<file path="config.mk">
export PLATFORM = sky130hd
export DESIGN_NAME = frame_streamer_flat
export DESIGN_NICKNAME = d
export VERILOG_FILES = /design/src/rtl/frame_streamer_pkg.sv /design/src/rtl/frame_streamer_if.sv /design/src/rtl/frame_streamer_sync_fifo.sv /design/src/rtl/frame_streamer.sv /design/src/flat_wrapper.sv
export SDC_FILE = /design/constraint.sdc
export NUM_CORES = 1
export LEC_CHECK = 0
export BUFFER_PORTS_ARGS = -buffer_cell sky130_fd_sc_hd__buf_2
export CAP_MARGIN = 10
export CORE_MARGIN = 10
export CORE_UTILIZATION = 58
export DETAILED_ROUTE_END_ITERATION = 8
export GPL_TIMING_DRIVEN = 1
export HOLD_SLACK_MARGIN = 0.12
export PLACE_DENSITY_LB_ADDON = 0.08
export SYNTH_ARGS = -nofsm -noshare
export SYNTH_HDL_FRONTEND = slang
export SYNTH_SLANG_ARGS = --single-unit
</file>
<file path="constraint.sdc">
create_clock -name clk -period 3.5 [get_ports clk]
set_input_delay 0.7 -clock clk [delete_from_list [all_inputs] [get_ports clk]]
set_output_delay 0.7 -clock clk [all_outputs]
set_load 0.02 [all_outputs]
</file>
<file path="src/rtl/frame_streamer_pkg.sv">
// Shared definitions for the frame streamer and the histogram engine.
package frame_streamer_pkg;

  localparam int PIX_W = 8;

  typedef enum logic [1:0] {
    ST_IDLE   = 2'd0,
    ST_STREAM = 2'd1,
    ST_DONE   = 2'd2
  } state_e;

  // Bits needed to index n items.
  // Never returns less than 1, so a degenerate size of 1 still gets a real vector.
  function automatic int clog2_min1(input int n);
    return (n <= 2) ? 1 : $clog2(n);
  endfunction

endpackage

</file>
<file path="src/rtl/frame_streamer_if.sv">
// Pixel stream towards the video/DMA sink: valid/ready with frame markers.
interface frame_streamer_if;
  import frame_streamer_pkg::*;

  logic             m_valid;
  logic             m_ready;
  logic [PIX_W-1:0] m_data;
  logic             m_sof;
  logic             m_eol;
  logic             m_eof;

  modport master (output m_valid, m_data, m_sof, m_eol, m_eof, input m_ready);
  modport slave  (input m_valid, m_data, m_sof, m_eol, m_eof, output m_ready);
endinterface

</file>
<file path="src/rtl/frame_streamer_sync_fifo.sv">
// Small first-word-fall-through FIFO holding prefetched pixels.
module sync_fifo
  import frame_streamer_pkg::*;
#(
  parameter int DEPTH = 4,
  localparam int CNT_W = $clog2(DEPTH + 1),
  localparam int PTR_W = clog2_min1(DEPTH)
) (
  input  logic             clk,
  input  logic             rst_n,
  input  logic             push,
  input  logic [PIX_W-1:0] push_data,
  input  logic             pop,
  output logic [PIX_W-1:0] head,
  output logic             empty,
  output logic [CNT_W-1:0] count
);

  logic [PIX_W-1:0] mem_q [DEPTH];
  logic [PTR_W-1:0] wr_ptr_q, wr_ptr_d;
  logic [PTR_W-1:0] rd_ptr_q, rd_ptr_d;
  logic [CNT_W-1:0] count_q, count_d;
  logic             full;

  function automatic logic [PTR_W-1:0] ptr_inc(input logic [PTR_W-1:0] p);
    return (p == PTR_W'(DEPTH - 1)) ? '0 : p + 1'b1;
  endfunction

  assign head  = mem_q[rd_ptr_q];
  assign empty = (count_q == '0);
  assign full  = (count_q == CNT_W'(DEPTH));
  assign count = count_q;

  // Advance pointers and occupancy for this cycle's push/pop.
  always_comb begin
    // NOTE: every _d is given its hold value first, so no path leaves it unassigned and no latch is inferred.
    wr_ptr_d = wr_ptr_q;
    rd_ptr_d = rd_ptr_q;
    if (push) wr_ptr_d = ptr_inc(wr_ptr_q);
    if (pop)  rd_ptr_d = ptr_inc(rd_ptr_q);
    count_d = count_q + CNT_W'(push) - CNT_W'(pop);
  end

  // Pointer and occupancy registers.
  always_ff @(posedge clk or negedge rst_n) begin
    // NOTE: sequential state uses <= so every flop samples pre-edge values regardless of statement order.
    if (!rst_n) begin
      wr_ptr_q <= '0;
      rd_ptr_q <= '0;
      count_q  <= '0;
    end else begin
      wr_ptr_q <= wr_ptr_d;
      rd_ptr_q <= rd_ptr_d;
      count_q  <= count_d;
    end
  end

  // Storage write port.
  // NOTE: the array has no reset; the pointers and count alone decide which entries are live.
  always_ff @(posedge clk) begin
    if (push) mem_q[wr_ptr_q] <= push_data;
  end

  // The issue credit accounting upstream must make these impossible.
  assert property (@(posedge clk) disable iff (!rst_n) !(push && full))
    else $error("sync_fifo: push into full fifo");
  assert property (@(posedge clk) disable iff (!rst_n) !(pop && empty))
    else $error("sync_fifo: pop from empty fifo");

endmodule

</file>
<file path="src/rtl/frame_streamer.sv">
// Streams a finished frame out of the output RAM in raster order,
// prefetching through a credit-limited FIFO so RAM latency and sink stalls are absorbed.
module frame_streamer
  import frame_streamer_pkg::*;
#(
  parameter int W               = 64,
  parameter int H               = 64,
  parameter int TOTAL_PIXEL_BIT = clog2_min1(W * H),
  parameter int RD_LAT          = 1,
  parameter int FIFO_DEPTH      = 4
) (
  input  logic                       clk,
  input  logic                       rst_n,
  input  logic                       start,
  output logic                       busy,
  output logic                       done,
  output logic                       rd_en,
  output logic [TOTAL_PIXEL_BIT-1:0] rd_addr,
  input  logic [PIX_W-1:0]           rd_data,
  frame_streamer_if.master           m_if
);

  localparam int NPIX  = W * H;
  localparam int X_W   = clog2_min1(W);
  localparam int Y_W   = clog2_min1(H);
  localparam int RC_W  = TOTAL_PIXEL_BIT + 1;
  localparam int CNT_W = $clog2(FIFO_DEPTH + 1);
  localparam int IF_W  = clog2_min1(RD_LAT + 1);
  localparam logic [X_W-1:0] X_LAST = X_W'(W - 1);
  localparam logic [Y_W-1:0] Y_LAST = Y_W'(H - 1);

  state_e            state_q, state_d;
  logic [RC_W-1:0]   rd_cnt_q, rd_cnt_d;
  logic [X_W-1:0]    x_q, x_d;
  logic [Y_W-1:0]    y_q, y_d;
  logic [IF_W-1:0]   inflight_q, inflight_d;
  logic [RD_LAT-1:0] vpipe_q, vpipe_d;

  logic [CNT_W-1:0]  fifo_count;
  logic [PIX_W-1:0]  fifo_head;
  logic              fifo_empty;
  logic              m_valid, pop, push, issue, credit_ok;

  // Beats come only from the FIFO and only while streaming; ready never feeds back into valid.
  assign m_valid = (state_q == ST_STREAM) && !fifo_empty;
  assign pop     = m_valid && m_if.m_ready;
  assign push    = vpipe_q[RD_LAT-1];

  // Slots already promised (stored + in flight) must leave room for one more read.
  assign credit_ok = (int'(fifo_count) + int'(inflight_q)) < (FIFO_DEPTH + int'(pop));
  assign issue     = (state_q == ST_STREAM) && (rd_cnt_q < RC_W'(NPIX)) && credit_ok;

  assign rd_en   = issue;
  assign rd_addr = issue ? rd_cnt_q[TOTAL_PIXEL_BIT-1:0] : '0;
  assign busy    = (state_q == ST_STREAM);
  assign done    = (state_q == ST_DONE);

  // Markers come from the raster counters; everything is forced to 0 when no beat is offered.
  assign m_if.m_valid = m_valid;
  assign m_if.m_data  = m_valid ? fifo_head : '0;
  assign m_if.m_sof   = m_valid && (x_q == '0) && (y_q == '0);
  assign m_if.m_eol   = m_valid && (x_q == X_LAST);
  assign m_if.m_eof   = m_valid && (x_q == X_LAST) && (y_q == Y_LAST);

  sync_fifo #(.DEPTH(FIFO_DEPTH)) u_fifo (
    .clk       (clk),
    .rst_n     (rst_n),
    .push      (push),
    .push_data (rd_data),
    .pop       (pop),
    .head      (fifo_head),
    .empty     (fifo_empty),
    .count     (fifo_count)
  );

  // Next-state: frame sequencing, read counter, latency tags and raster position.
  always_comb begin
    state_d    = state_q;
    rd_cnt_d   = rd_cnt_q;
    x_d        = x_q;
    y_d        = y_q;
    inflight_d = inflight_q + IF_W'(issue) - IF_W'(push);
    vpipe_d    = RD_LAT'({vpipe_q, issue});
    unique case (state_q)
      ST_IDLE: begin
        if (start) begin
          state_d    = ST_STREAM;
          rd_cnt_d   = '0;
          x_d        = '0;
          y_d        = '0;
          inflight_d = '0;
        end
      end
      ST_STREAM: begin
        if (issue) rd_cnt_d = rd_cnt_q + 1'b1;
        if (pop) begin
          if (x_q == X_LAST) begin
            x_d = '0;
            y_d = (y_q == Y_LAST) ? '0 : y_q + 1'b1;
            if (y_q == Y_LAST) state_d = ST_DONE;
          end else begin
            x_d = x_q + 1'b1;
          end
        end
      end
      ST_DONE: begin
        if (!start) state_d = ST_IDLE;
      end
      default: state_d = ST_IDLE;
    endcase
  end

  // State and counter registers.
  always_ff @(posedge clk or negedge rst_n) begin
    if (!rst_n) begin
      state_q    <= ST_IDLE;
      rd_cnt_q   <= '0;
      x_q        <= '0;
      y_q        <= '0;
      inflight_q <= '0;
      vpipe_q    <= '0;
    end else begin
      state_q    <= state_d;
      rd_cnt_q   <= rd_cnt_d;
      x_q        <= x_d;
      y_q        <= y_d;
      inflight_q <= inflight_d;
      vpipe_q    <= vpipe_d;
    end
  end

endmodule

</file>
<file path="src/flat_wrapper.sv">
// flat-port wrapper written by rule: the top's interface ports become plain ports
module frame_streamer_flat import frame_streamer_pkg::*;
#(
  parameter int W               = 64,
  parameter int H               = 64,
  parameter int TOTAL_PIXEL_BIT = clog2_min1(W * H),
  parameter int RD_LAT          = 1,
  parameter int FIFO_DEPTH      = 4
)
  (clk, rst_n, start, busy, done, rd_en, rd_addr, rd_data, m_if_m_valid, m_if_m_data, m_if_m_sof, m_if_m_eol, m_if_m_eof, m_if_m_ready);
  frame_streamer_if m_if_i ();
  input  logic clk;
  input  logic rst_n;
  input  logic start;
  output logic busy;
  output logic done;
  output logic rd_en;
  output logic [TOTAL_PIXEL_BIT-1:0] rd_addr;
  input  logic [PIX_W-1:0] rd_data;
  output wire logic [$bits(m_if_i.m_valid)-1:0] m_if_m_valid;
  output wire logic [$bits(m_if_i.m_data)-1:0] m_if_m_data;
  output wire logic [$bits(m_if_i.m_sof)-1:0] m_if_m_sof;
  output wire logic [$bits(m_if_i.m_eol)-1:0] m_if_m_eol;
  output wire logic [$bits(m_if_i.m_eof)-1:0] m_if_m_eof;
  input wire logic [$bits(m_if_i.m_ready)-1:0] m_if_m_ready;
  assign m_if_m_valid = m_if_i.m_valid;
  assign m_if_m_data = m_if_i.m_data;
  assign m_if_m_sof = m_if_i.m_sof;
  assign m_if_m_eol = m_if_i.m_eol;
  assign m_if_m_eof = m_if_i.m_eof;
  assign m_if_i.m_ready = m_if_m_ready;
  frame_streamer #(.W(W), .H(H), .TOTAL_PIXEL_BIT(TOTAL_PIXEL_BIT), .RD_LAT(RD_LAT), .FIFO_DEPTH(FIFO_DEPTH)) u_core (.clk(clk), .rst_n(rst_n), .start(start), .busy(busy), .done(done), .rd_en(rd_en), .rd_addr(rd_addr), .rd_data(rd_data), .m_if(m_if_i));
endmodule
</file>
==> key figures, run 1 <==
Die
  • Die Y: 95.8 um
  • Starting Density: 60.1%
  • Core Area: 0.00554 mm^2
  • Die W: 95.8 um
  • # IOs: 39
  • FP Rows: 27
  • DIE AREA: 0.00917 mm^2

Cells and area
  • Fillers: 433
  • Commonest non-fill, non-tap cells in the layout: 38 x buf_2, 36 x dfrtp_1, 32 x edfxtp_1
  • Final core occ: 67.6%
  • Share of cells above drive strength 1: 21.9%
  • Non-filler instance count after layout: 392
  • Area delta synth->final: 12.5%
  • Commonest non-fill, non-tap cell in the layout: buf_2
  • Multi-input logic area: 0.00136 mm^2
  • Register area: 0.00186 mm^2
  • Ant diodes: 0
  • Nets@finish: 343

Power and ir drop
  • Overall Power: 3.44 mW
  • Net Sw Frac: 39.9%
  • Seq pwr share: 39.1%
  • Power Density: 918 mW/mm^2
  • Leakage power: 1.60 nW
  • Internal power: 2.07 mW
  • P_sw: 1.37 mW
  • Clock power share: 17.6%
  • IR drop worst, VDD: 0.580 mV
  • Combinational power share: 43.3%

Placed design
  • Routability cong.: 0.802
  • Pre-CTS WS: 0.603 ns
  • Placed Cells: 376
  • Buffers on Ports: 38
  • HPWL Detailed: 4530 um

Synth
  • Synthesized flop and latch total: 68
  • Syn Area/Cell: 12.1 um^2
  • Synth Warn #: 0
  • Synthesized Nets: 303
  • Syn Inst Count: 275
  • Distinct cells, synth: 45
  • Syn Std Cell Area: 0.00333 mm^2
  • Seq/Total Area, Yosys: 55.9%
  • EDFF count, synth: 32
  • Ys flop type: dfrtp_1
  • Ys async rst share: 52.9%

STA
  • Clk_skew: 0.00288 ns
  • Final hold violation count: 0
  • Worst setup margin: 0.262 ns
  • Final setup viols: 0
  • Worst Max-Slew Pin Slew: 0.821 ns
  • Period utilisation layout: 92.5%
  • Setup TNS: 0 ns
  • RSZ-0062 raised after global routing: no
  • Worst slew margin: 45.3%
  • Minimum clock period: 3.24 ns
  • Final Max Tran Viols: 0
  • Peak Freq: 0.309 GHz

Clocking
  • CTS tree: yes
  • Post-cts repair resize count: 0
  • Worst skew pair latency: 0.33 ns
  • Clock Sinks: 68
  • H-tree levels: 3
  • Postcts setup bufs: 0
  • Max Root-Sink Buffers: 2
  • Total CTS buffers: 9
  • Root Buffer: clkbuf_8
  • Number of hold buffers added after cts: 0
  • CTS clock-pin slew for the worst setup and hold paths: 0.07 ns

Detailed routing
  • Met1 WL: 2960 um
  • DRC: 0
  • Via count: 2217
  • Final wirelength: 6510 um
  • DRT antenna net count: 0
  • Vias per cell: 5.66
  • Met2 Routed Length: 3150 um
  • Wire length on met3: 334 um
  • Top Layer Used: met4
  • DR iter-0 viols: 95
  • Drt first pass iters: 6
  • Routed WL per cell: 16.6 um

Setup path
  • R2R Path End: u_core.u_fifo.count[2]
  • Critical path type: reg2out
  • CP startpoint kind: register
  • CP endpoint: rd_addr[6]
  • Crit path largest cell delay: 0.40 ns
  • Reg2reg start: u_core.u_fifo.count[1]
  • Crit-path most repeated cell: ha_1
  • CP required: 2.80 ns
  • Flop2flop setup slack: 0.96 ns
  • Crit path from: u_core.u_fifo.count[0]
  • CP Buf/Inv Count: 2
  • R2R depth: 9
  • Crit-path cells: ha_1 > ha_1 > a2111oi_4 > nand3_2 > and2_4 > inv_2 > and2_1 > buf_2
  • CP top delay family: adder cells
  • Worst Setup End Kind: output pin
  • Slowest-stage cell, CP: dfrtp_1
  • Instance count on the critical path: 8
  • Critical path fanouts, max: 20
  • Critical Path AT: 2.54 ns

Job
  • Max-Cap Viols: 0

Status
  • Status: finished clean

Global routing
  • Vias in the first global route: 2263
  • Largest net degree at the start of global routing: 37
  • Grt total ovfl: 0
  • Initial antenna violation count: 0
  • All-Layer GR Usage: 15.4%
  • Global-route wire length before repair: 11000 um

Worst hold path
  • Hold Crit Class: in2async
-- cells in the mapped netlist, types with 5 or more instances --
library cell	instances	area, um^2
dfrtp_1	36	901
edfxtp_1	32	961
and2_1	16	100
nand2_1	16	60.1
nor2_1	16	60.1
o21ai_0	16	80.1
and3_1	15	93.8
ha_1	15	188
nand3_1	14	70.1
inv_1	13	48.8
a21oi_1	9	45.0
mux4_2	8	180
xnor2_1	8	70.1
or3_1	6	37.5
nor3_1	5	25.0
-- area by class of cell --
cell class | instances | share of cell area, %
clock buffer | 11 | 3.51
clock inverter | 5 | 1.40
inverter | 15 | 1.50
multi-input combinational | 182 | 36.2
sequential | 68 | 49.7
tap | 72 | 2.40
timing repair buffer | 39 | 5.28
-- metal layers --
layer,global-route usage [%],up-vias
li1,-,1076
met1,19.3,1088
met2,24.7,47
met3,4.05,6
met4,6.63,0
met5,0,-
-- state kept, by name, summed over array words and instances, names as in the netlist --
| signal | flops |
|---|---|
| u_core.push | 1 |
| u_core.u_fifo.wr_ptr_q | 2 |
| u_core.y_q | 6 |
| u_core.inflight_q | 1 |
| u_core.state_q | 2 |
| u_core.rd_cnt_q | 13 |
| u_core.u_fifo.count | 3 |
| u_core.u_fifo.rd_ptr_q | 2 |
| u_core.x_q | 6 |
| u_core.u_fifo.mem_q | 32 |
-- worst min path at each step --
stage                                   from                  to  slack [ns]
final                                  rst_n       u_core.x_q[5]        0.46
after global routing                   rst_n       u_core.x_q[5]        0.51
after CTS                              rst_n       u_core.y_q[0]        0.47
after detailed placement  u_core.rd_cnt_q[2]  u_core.rd_cnt_q[2]        0.51
after global placement    u_core.rd_cnt_q[2]  u_core.rd_cnt_q[2]        0.51
after floorplan                        rst_n   u_core.inflight_q        0.40
-- power by group through the flow --
stage	clock network (mW)	logic, mW	registers [mW]
after global placement	0	1.48	1.36
after floorplan	0	1.25	1.24
after global routing	0.657	1.69	1.39
after CTS	0.622	1.52	1.35
final	0.604	1.49	1.35
after detailed placement	0	1.52	1.37
-- per-stage QoR --
step | area, um^2 | hold slack, ns
CTS | 3750 | 0.472
finish | 3750 | 0.463
global placement | 3560 | 0.506
floorplan | 3330 | 0.404
global route | 3750 | 0.505
detailed placement | 3560 | 0.506
-- logic make-up after synthesis --
family	count (synthesis)	share of synthesized area (%)
flip-flops	68	55.9
AND/OR/NAND/NOR	102	16.6
AO/OA/AOI/OAI	40	8.04
multiplexers	14	7.29
adder cells (fa/ha/maj)	16	6.24
XOR/XNOR	10	2.63
buffers and inverters	25	3.34
(Power assumes the default switching activity.)
==> run 2, diff against run 1 <==
==> constraint.sdc (replaced) <==
create_clock -name clk -period 3.4 [get_ports clk]
set_input_delay 0.68 -clock clk [delete_from_list [all_inputs] [get_ports clk]]
set_output_delay 0.68 -clock clk [all_outputs]
set_load 0.02 [all_outputs]
==> key figures, run 2 (synthesis results as in run 1) <==
Status
  • Status: finished clean (unchanged)

STA
  • Setup TNS: 0 ns (unchanged)
  • Peak Freq: 0.316 GHz
  • Final setup viols: 0 (unchanged)
  • Worst Max-Slew Pin Slew: 0.811 ns (was 0.821 ns)
  • RSZ-0062 raised after global routing: no (unchanged)
  • Minimum clock period: 3.16 ns
  • Final hold violation count: 0 (unchanged)
  • Period utilisation layout: 93.0%
  • Clk_skew: 0.00656 ns (was 0.00288 ns)
  • Worst setup margin: 0.238 ns (was 0.262 ns)
  • Final Max Tran Viols: 0 (unchanged)
  • Worst slew margin: 45.9% (was 45.3%)

Die
  • DIE AREA: 0.00917 mm^2 (unchanged)
  • Starting Density: 60.1% (unchanged)
  • Die W: 95.8 um (unchanged)
  • FP Rows: 27 (unchanged)
  • # IOs: 39 (unchanged)
  • Core Area: 0.00554 mm^2 (unchanged)
  • Die Y: 95.8 um (unchanged)

Cells and area
  • Nets@finish: 343 (unchanged)
  • Top Registers: u_core.u_fifo.mem_q x32, u_core.rd_cnt_q x13 (unchanged)
  • Reg with most FFs: u_core.u_fifo.mem_q (unchanged)
  • Area delta synth->final: 13.0% (was 12.5%)
  • Commonest non-fill, non-tap cell in the layout: buf_2 (unchanged)
  • Fin area: 0.00376 mm^2 (was 0.00375 mm^2)
  • Non-filler instance count after layout: 392 (unchanged)
  • Ant diodes: 0 (unchanged)
  • Share of cells above drive strength 1: 22.2% (was 21.9%)
  • Commonest non-fill, non-tap cells in the layout: 38 x buf_2, 36 x dfrtp_1, 32 x edfxtp_1 (unchanged)
  • Max reg flops: 32 (unchanged)

Setup path
  • Slowest-stage cell, CP: dfrtp_1 (unchanged)
  • CP startpoint kind: register (unchanged)
  • CP top delay family: adder cells (unchanged)
  • Instance count on the critical path: 8 (unchanged)
  • Critical Path AT: 2.48 ns (was 2.54 ns)
  • Critical path type: reg2out (unchanged)
  • R2R Path End: u_core.u_fifo.count[2] (unchanged)
  • Crit-path most repeated cell: ha_1 (unchanged)
  • CP required: 2.72 ns (was 2.80 ns)
  • R2R depth: 9 (unchanged)
  • Crit path largest cell delay: 0.40 ns (about the same)
  • Reg2reg start: u_core.u_fifo.count[1] (unchanged)
  • CP Buf/Inv Count: 2 (unchanged)
  • Flop2flop setup slack: 0.86 ns (was 0.96 ns)
  • Crit-path cells: ha_1 > ha_1 > a2111oi_4 > nand3_2 > and2_4 > clkinv_2 > and2_1 > buf_2 (was ha_1 > ha_1 > a2111oi_4 > nand3_2 > and2_4 > inv_2 > and2_1 > buf_2)
  • Worst Setup End Kind: output pin (unchanged)
  • Critical path fanouts, max: 20 (unchanged)

Placed design
  • Placed Cells: 376 (unchanged)
  • Routability cong.: 0.802 (unchanged)
  • HPWL Detailed: 4580 um (was 4530 um)
  • Dpl cell area: 0.00356 mm^2 (unchanged)
  • Buffers on Ports: 38 (unchanged)
  • Pre-CTS WS: 0.517 ns (was 0.603 ns)

Detailed routing
  • DRT antenna net count: 0 (unchanged)
  • Via count: 2238 (was 2217)
  • DR iter-0 viols: 111 (was 95)
  • Vias per cell: 5.71 (was 5.66)
  • Final wirelength: 6710 um (was 6510 um)
  • Routed WL per cell: 17.1 um (was 16.6 um)
  • Drt first pass iters: 4 (was 6)
  • DRC: 0 (unchanged)

Global routing
  • Initial antenna violation count: 0 (unchanged)
  • Largest net degree at the start of global routing: 37 (unchanged)
  • Global-route wire length before repair: 11400 um (was 11000 um)
  • All-Layer GR Usage: 15.9% (was 15.4%)
  • Vias in the first global route: 2327 (was 2263)
  • Grt total ovfl: 0 (unchanged)

Clocking
  • CTS clock-pin slew for the worst setup and hold paths: 0.07 ns (about the same)
  • Clock Sinks: 68 (unchanged)
  • Root Buffer: clkbuf_8 (unchanged)
  • Worst skew pair latency: 0.34 ns (was 0.33 ns)
  • Number of hold buffers added after cts: 0 (unchanged)
  • CTS tree: yes (unchanged)
  • Total CTS buffers: 9 (unchanged)
  • Max Root-Sink Buffers: 2 (unchanged)
  • H-tree levels: 3 (unchanged)

Power and ir drop
  • Leakage power: 1.61 nW (was 1.60 nW)
  • IR drop worst, VDD: 0.580 mV (about the same)
  • Power Density: 955 mW/mm^2 (was 918 mW/mm^2)

Job
  • Max-Cap Viols: 0 (unchanged)

Worst hold path
  • Hold Crit Class: in2async (unchanged)
-- run 2: cell count changes in the layout (fill, tap and decap cells not counted) --
cell and delta:
clkbuf_1 +1, clkbuf_8 +2, clkinv_1 -2, clkinv_2 +2, clkinvlp_4 -2, inv_2 -1
-- run 2: what timing repair did --
| item | in CTS | in global routing |
|---|---|---|
| setup buffers | 0 | 0 |
| setup endpoints to repair | 0 | 8 |
| gates resized for setup | 0 | 1 |
-- run 2: metrics by stage --
stage | hold slack, ns | total power, mW | utilization [%]
global placement | 0.506 | 2.92 | 64.3
CTS | 0.454 | 3.64 | 67.9
global route | 0.490 | 3.89 | 67.9
finish | 0.431 | 3.59 | 67.9
detailed placement | 0.507 | 2.97 | 64.3
floorplan | 0.384 | 2.56 | -
-- run 2: worst max path at each step --
stage	from	endpoint	slack, ns
after floorplan	u_core.u_fifo.count[0]	rd_addr[10]	0.51
final	u_core.u_fifo.count[0]	rd_addr[6]	0.24
after detailed placement	u_core.u_fifo.count[0]	rd_addr[6]	0.52
after CTS	u_core.u_fifo.count[0]	rd_addr[6]	0.15
after global placement	u_core.u_fifo.count[0]	rd_addr[10]	0.59
after global routing	u_core.u_fifo.count[0]	rd_addr[8]	0.04
-- run 2: where the power goes --
group | internal, mW | switching, mW
logic | 0.655 | 0.887
registers | 1.14 | 0.247
clock network | 0.379 | 0.285
-- run 2: final cells by class --
class,instances,area (um^2)
Sequential cell,68,1860
Tap cell,72,90.1
Multi-Input combinational cell,182,1360
Clock buffer,14,163
Timing Repair Buffer,39,198
Clock inverter,2,35.0
Fill cell,443,1780
Inverter,15,57.6
-- run 2: layer usage --
| layer | vias to the layer above | global-route usage, % | share of wire [%] |
|---|---|---|---|
| li1 | 1070 | - | - |
| met2 | 58 | 25.6 | 49 |
| met1 | 1101 | 20.6 | 44 |
| met5 | - | 0 | 0 |
| met3 | 9 | 3.04 | 5.5 |
| met4 | 0 | 7.25 | 1.6 |
==> run 3, diff against run 2 <==
==> constraint.sdc (replaced) <==
create_clock -name clk -period 3.62 [get_ports clk]
set_input_delay 0.724 -clock clk [delete_from_list [all_inputs] [get_ports clk]]
set_output_delay 0.724 -clock clk [all_outputs]
set_load 0.02 [all_outputs]
==> key figures, run 3 (synthesis results as in run 1) <==
STA
  • Setup TNS: 0 ns (unchanged)
  • Worst Max-Slew Pin Slew: 0.819 ns (was 0.811 ns)
  • Peak Freq: 0.307 GHz
  • Minimum clock period: 3.26 ns
  • Final hold violation count: 0 (unchanged)
  • Period utilisation layout: 90.0%
  • RSZ-0062 raised after global routing: no (unchanged)
  • Clk_skew: 0.00509 ns (was 0.00656 ns)
  • Final Max Tran Viols: 0 (unchanged)
  • Worst slew margin: 45.4% (was 45.9%)
  • Final setup viols: 0 (unchanged)

Power and ir drop
  • IR drop worst, VDD: 0.520 mV (was 0.580 mV)
  • P_sw: 1.33 mW (was 1.42 mW)
  • Power Density: 882 mW/mm^2 (was 955 mW/mm^2)
  • Internal power: 1.96 mW (was 2.18 mW)
  • Net Sw Frac: 40.5% (was 39.5%)
  • Combinational power share: 44.3% (was 42.9%)
  • Overall Power: 3.29 mW (was 3.59 mW)
  • Leakage power: 1.59 nW (was 1.61 nW)
  • Seq pwr share: 39.5% (was 38.7%)
  • Clock power share: 16.2% (was 18.5%)

Die
  • Core Area: 0.00554 mm^2 (unchanged)
  • # IOs: 39 (unchanged)
  • FP Rows: 27 (unchanged)
  • Starting Density: 60.1% (unchanged)
  • Die W: 95.8 um (unchanged)
  • Die Y: 95.8 um (unchanged)
  • DIE AREA: 0.00917 mm^2 (unchanged)

Setup path
  • CP required: 2.90 ns (was 2.72 ns)
  • Critical path fanouts, max: 20 (unchanged)
  • Worst Setup End Kind: output pin (unchanged)
  • Critical path type: reg2out (unchanged)
  • Critical Path AT: 2.53 ns (was 2.48 ns)
  • CP startpoint kind: register (unchanged)

Detailed routing
  • Drt first pass iters: 4 (unchanged)
  • Routed WL per cell: 16.7 um (was 17.1 um)
  • DRT antenna net count: 0 (unchanged)
  • DRC: 0 (unchanged)
  • Vias per cell: 5.72 (was 5.71)
  • DR iter-0 viols: 145 (was 111)
  • Via count: 2241 (was 2238)
  • Final wirelength: 6560 um (was 6710 um)

Clocking
  • Root Buffer: clkbuf_8 (unchanged)
  • CTS tree: yes (unchanged)
  • Postcts setup bufs: 0 (unchanged)
  • Max Root-Sink Buffers: 2 (unchanged)
  • Number of hold buffers added after cts: 0 (unchanged)
  • CTS clock-pin slew for the worst setup and hold paths: 0.07 ns (about the same)
  • Clock Sinks: 68 (unchanged)
  • Post-cts repair resize count: 0 (unchanged)
  • Worst skew pair latency: 0.33 ns (was 0.34 ns)
  • H-tree levels: 3 (unchanged)
  • Total CTS buffers: 9 (unchanged)

Cells and area
  • Area delta synth->final: 11.9% (was 13.0%)
  • Commonest non-fill, non-tap cell in the layout: buf_2 (unchanged)
  • Commonest non-fill, non-tap cells in the layout: 38 x buf_2, 36 x dfrtp_1, 32 x edfxtp_1 (unchanged)
  • Fillers: 448 (was 443)
  • Share of cells above drive strength 1: 21.9% (was 22.2%)
  • Top Registers: u_core.u_fifo.mem_q x32, u_core.rd_cnt_q x13 (unchanged)
  • Ant diodes: 0 (unchanged)
  • Max reg flops: 32 (unchanged)
  • Nets@finish: 343 (unchanged)
  • Reg with most FFs: u_core.u_fifo.mem_q (unchanged)

Status
  • Status: finished clean (unchanged)

Global routing
  • Largest net degree at the start of global routing: 37 (unchanged)
  • Initial antenna violation count: 0 (unchanged)
  • Grt total ovfl: 0 (unchanged)
  • All-Layer GR Usage: 15.4% (was 15.9%)
  • Vias in the first global route: 2282 (was 2327)
  • Global-route wire length before repair: 11000 um (was 11400 um)

Worst hold path
  • Hold Crit Class: in2async (unchanged)

Placed design
  • Routability cong.: 0.802 (about the same)
  • HPWL Detailed: 4510 um (was 4580 um)
  • Buffers on Ports: 38 (unchanged)

Job
  • Max-Cap Viols: 0 (unchanged)
==> run 3: changes by cell type in the layout (fill, tap and decap cells not counted) <==
| cell | delta |
|---|---|
| bufinv_16 | -1 |
| clkbuf_1 | +1 |
| clkbuf_8 | -1 |
| clkinv_2 | -1 |
| clkinvlp_4 | +1 |
| inv_2 | +1 |
==> run 3: final timing paths <==
path                                        start  cells past startpoint  slack, ns                endpoint
max                        u_core.u_fifo.count[0]                      8       0.36              rd_addr[9]
min                                         rst_n                      1       0.49           u_core.x_q[5]
max reg2reg                u_core.u_fifo.count[1]                      9       1.07  u_core.u_fifo.count[2]
min reg2reg                    u_core.rd_cnt_q[2]                      1       0.52      u_core.rd_cnt_q[2]
max in group asynchronous                   rst_n                      1       2.62             u_core.push
min in group clk               u_core.rd_cnt_q[2]                      1       0.52      u_core.rd_cnt_q[2]
==> run 3: power groups by stage <==
stage          combinational, mW  clock, mW  sequential, mW
2_1_floorplan               1.20          0            1.20
3_5_place_dp                1.47          0            1.32
5_1_grt                     1.65      0.579            1.34
4_1_cts                     1.48      0.542            1.30
6_report                    1.46      0.533            1.30
3_3_place_gp                1.43          0            1.31
==> run 3: critical path, cell delays in order (launching register included) <==
cell	delay, ns
dfrtp_1	0.39
ha_1	0.26
ha_1	0.32
a2111oi_4	0.28
nand3_2	0.16
and2_4	0.23
inv_2	0.22
and2_1	0.18
buf_2	0.16
==> run 3: layout make-up <==
cell class                 instances  area (um^2)  area share, %
clock buffer                      14          153           4.09
clock inverter                     2         12.5          0.336
inverter                          15         56.3           1.51
multi-input combinational        182         1360           36.4
sequential                        68         1860           49.9
tap                               72         90.1           2.42
timing repair buffer              39          198           5.30
==> run 3: stage by stage <==
step	setup WS (ns)	cells	instance area [um^2]	utilization, %	hold slack (ns)
after floorplan	0.687	275	3330	-	0.428
after global placement	0.763	376	3560	64.3	0.506
after detailed placement	0.697	376	3560	64.3	0.506
after CTS	0.335	392	3730	67.3	0.501
after global routing	0.178	392	3730	67.3	0.529
final	0.362	392	3730	67.3	0.492
==> run 3: per-layer routing <==
metal | vias to the layer above | global-route usage, % | wire (um)
li1 | 1078 | - | -
met1 | 1103 | 19.6 | 3020
met2 | 52 | 25.1 | 3150
met3 | 8 | 4.20 | 316
met4 | 0 | 4.91 | 74
met5 | - | 0 | 0
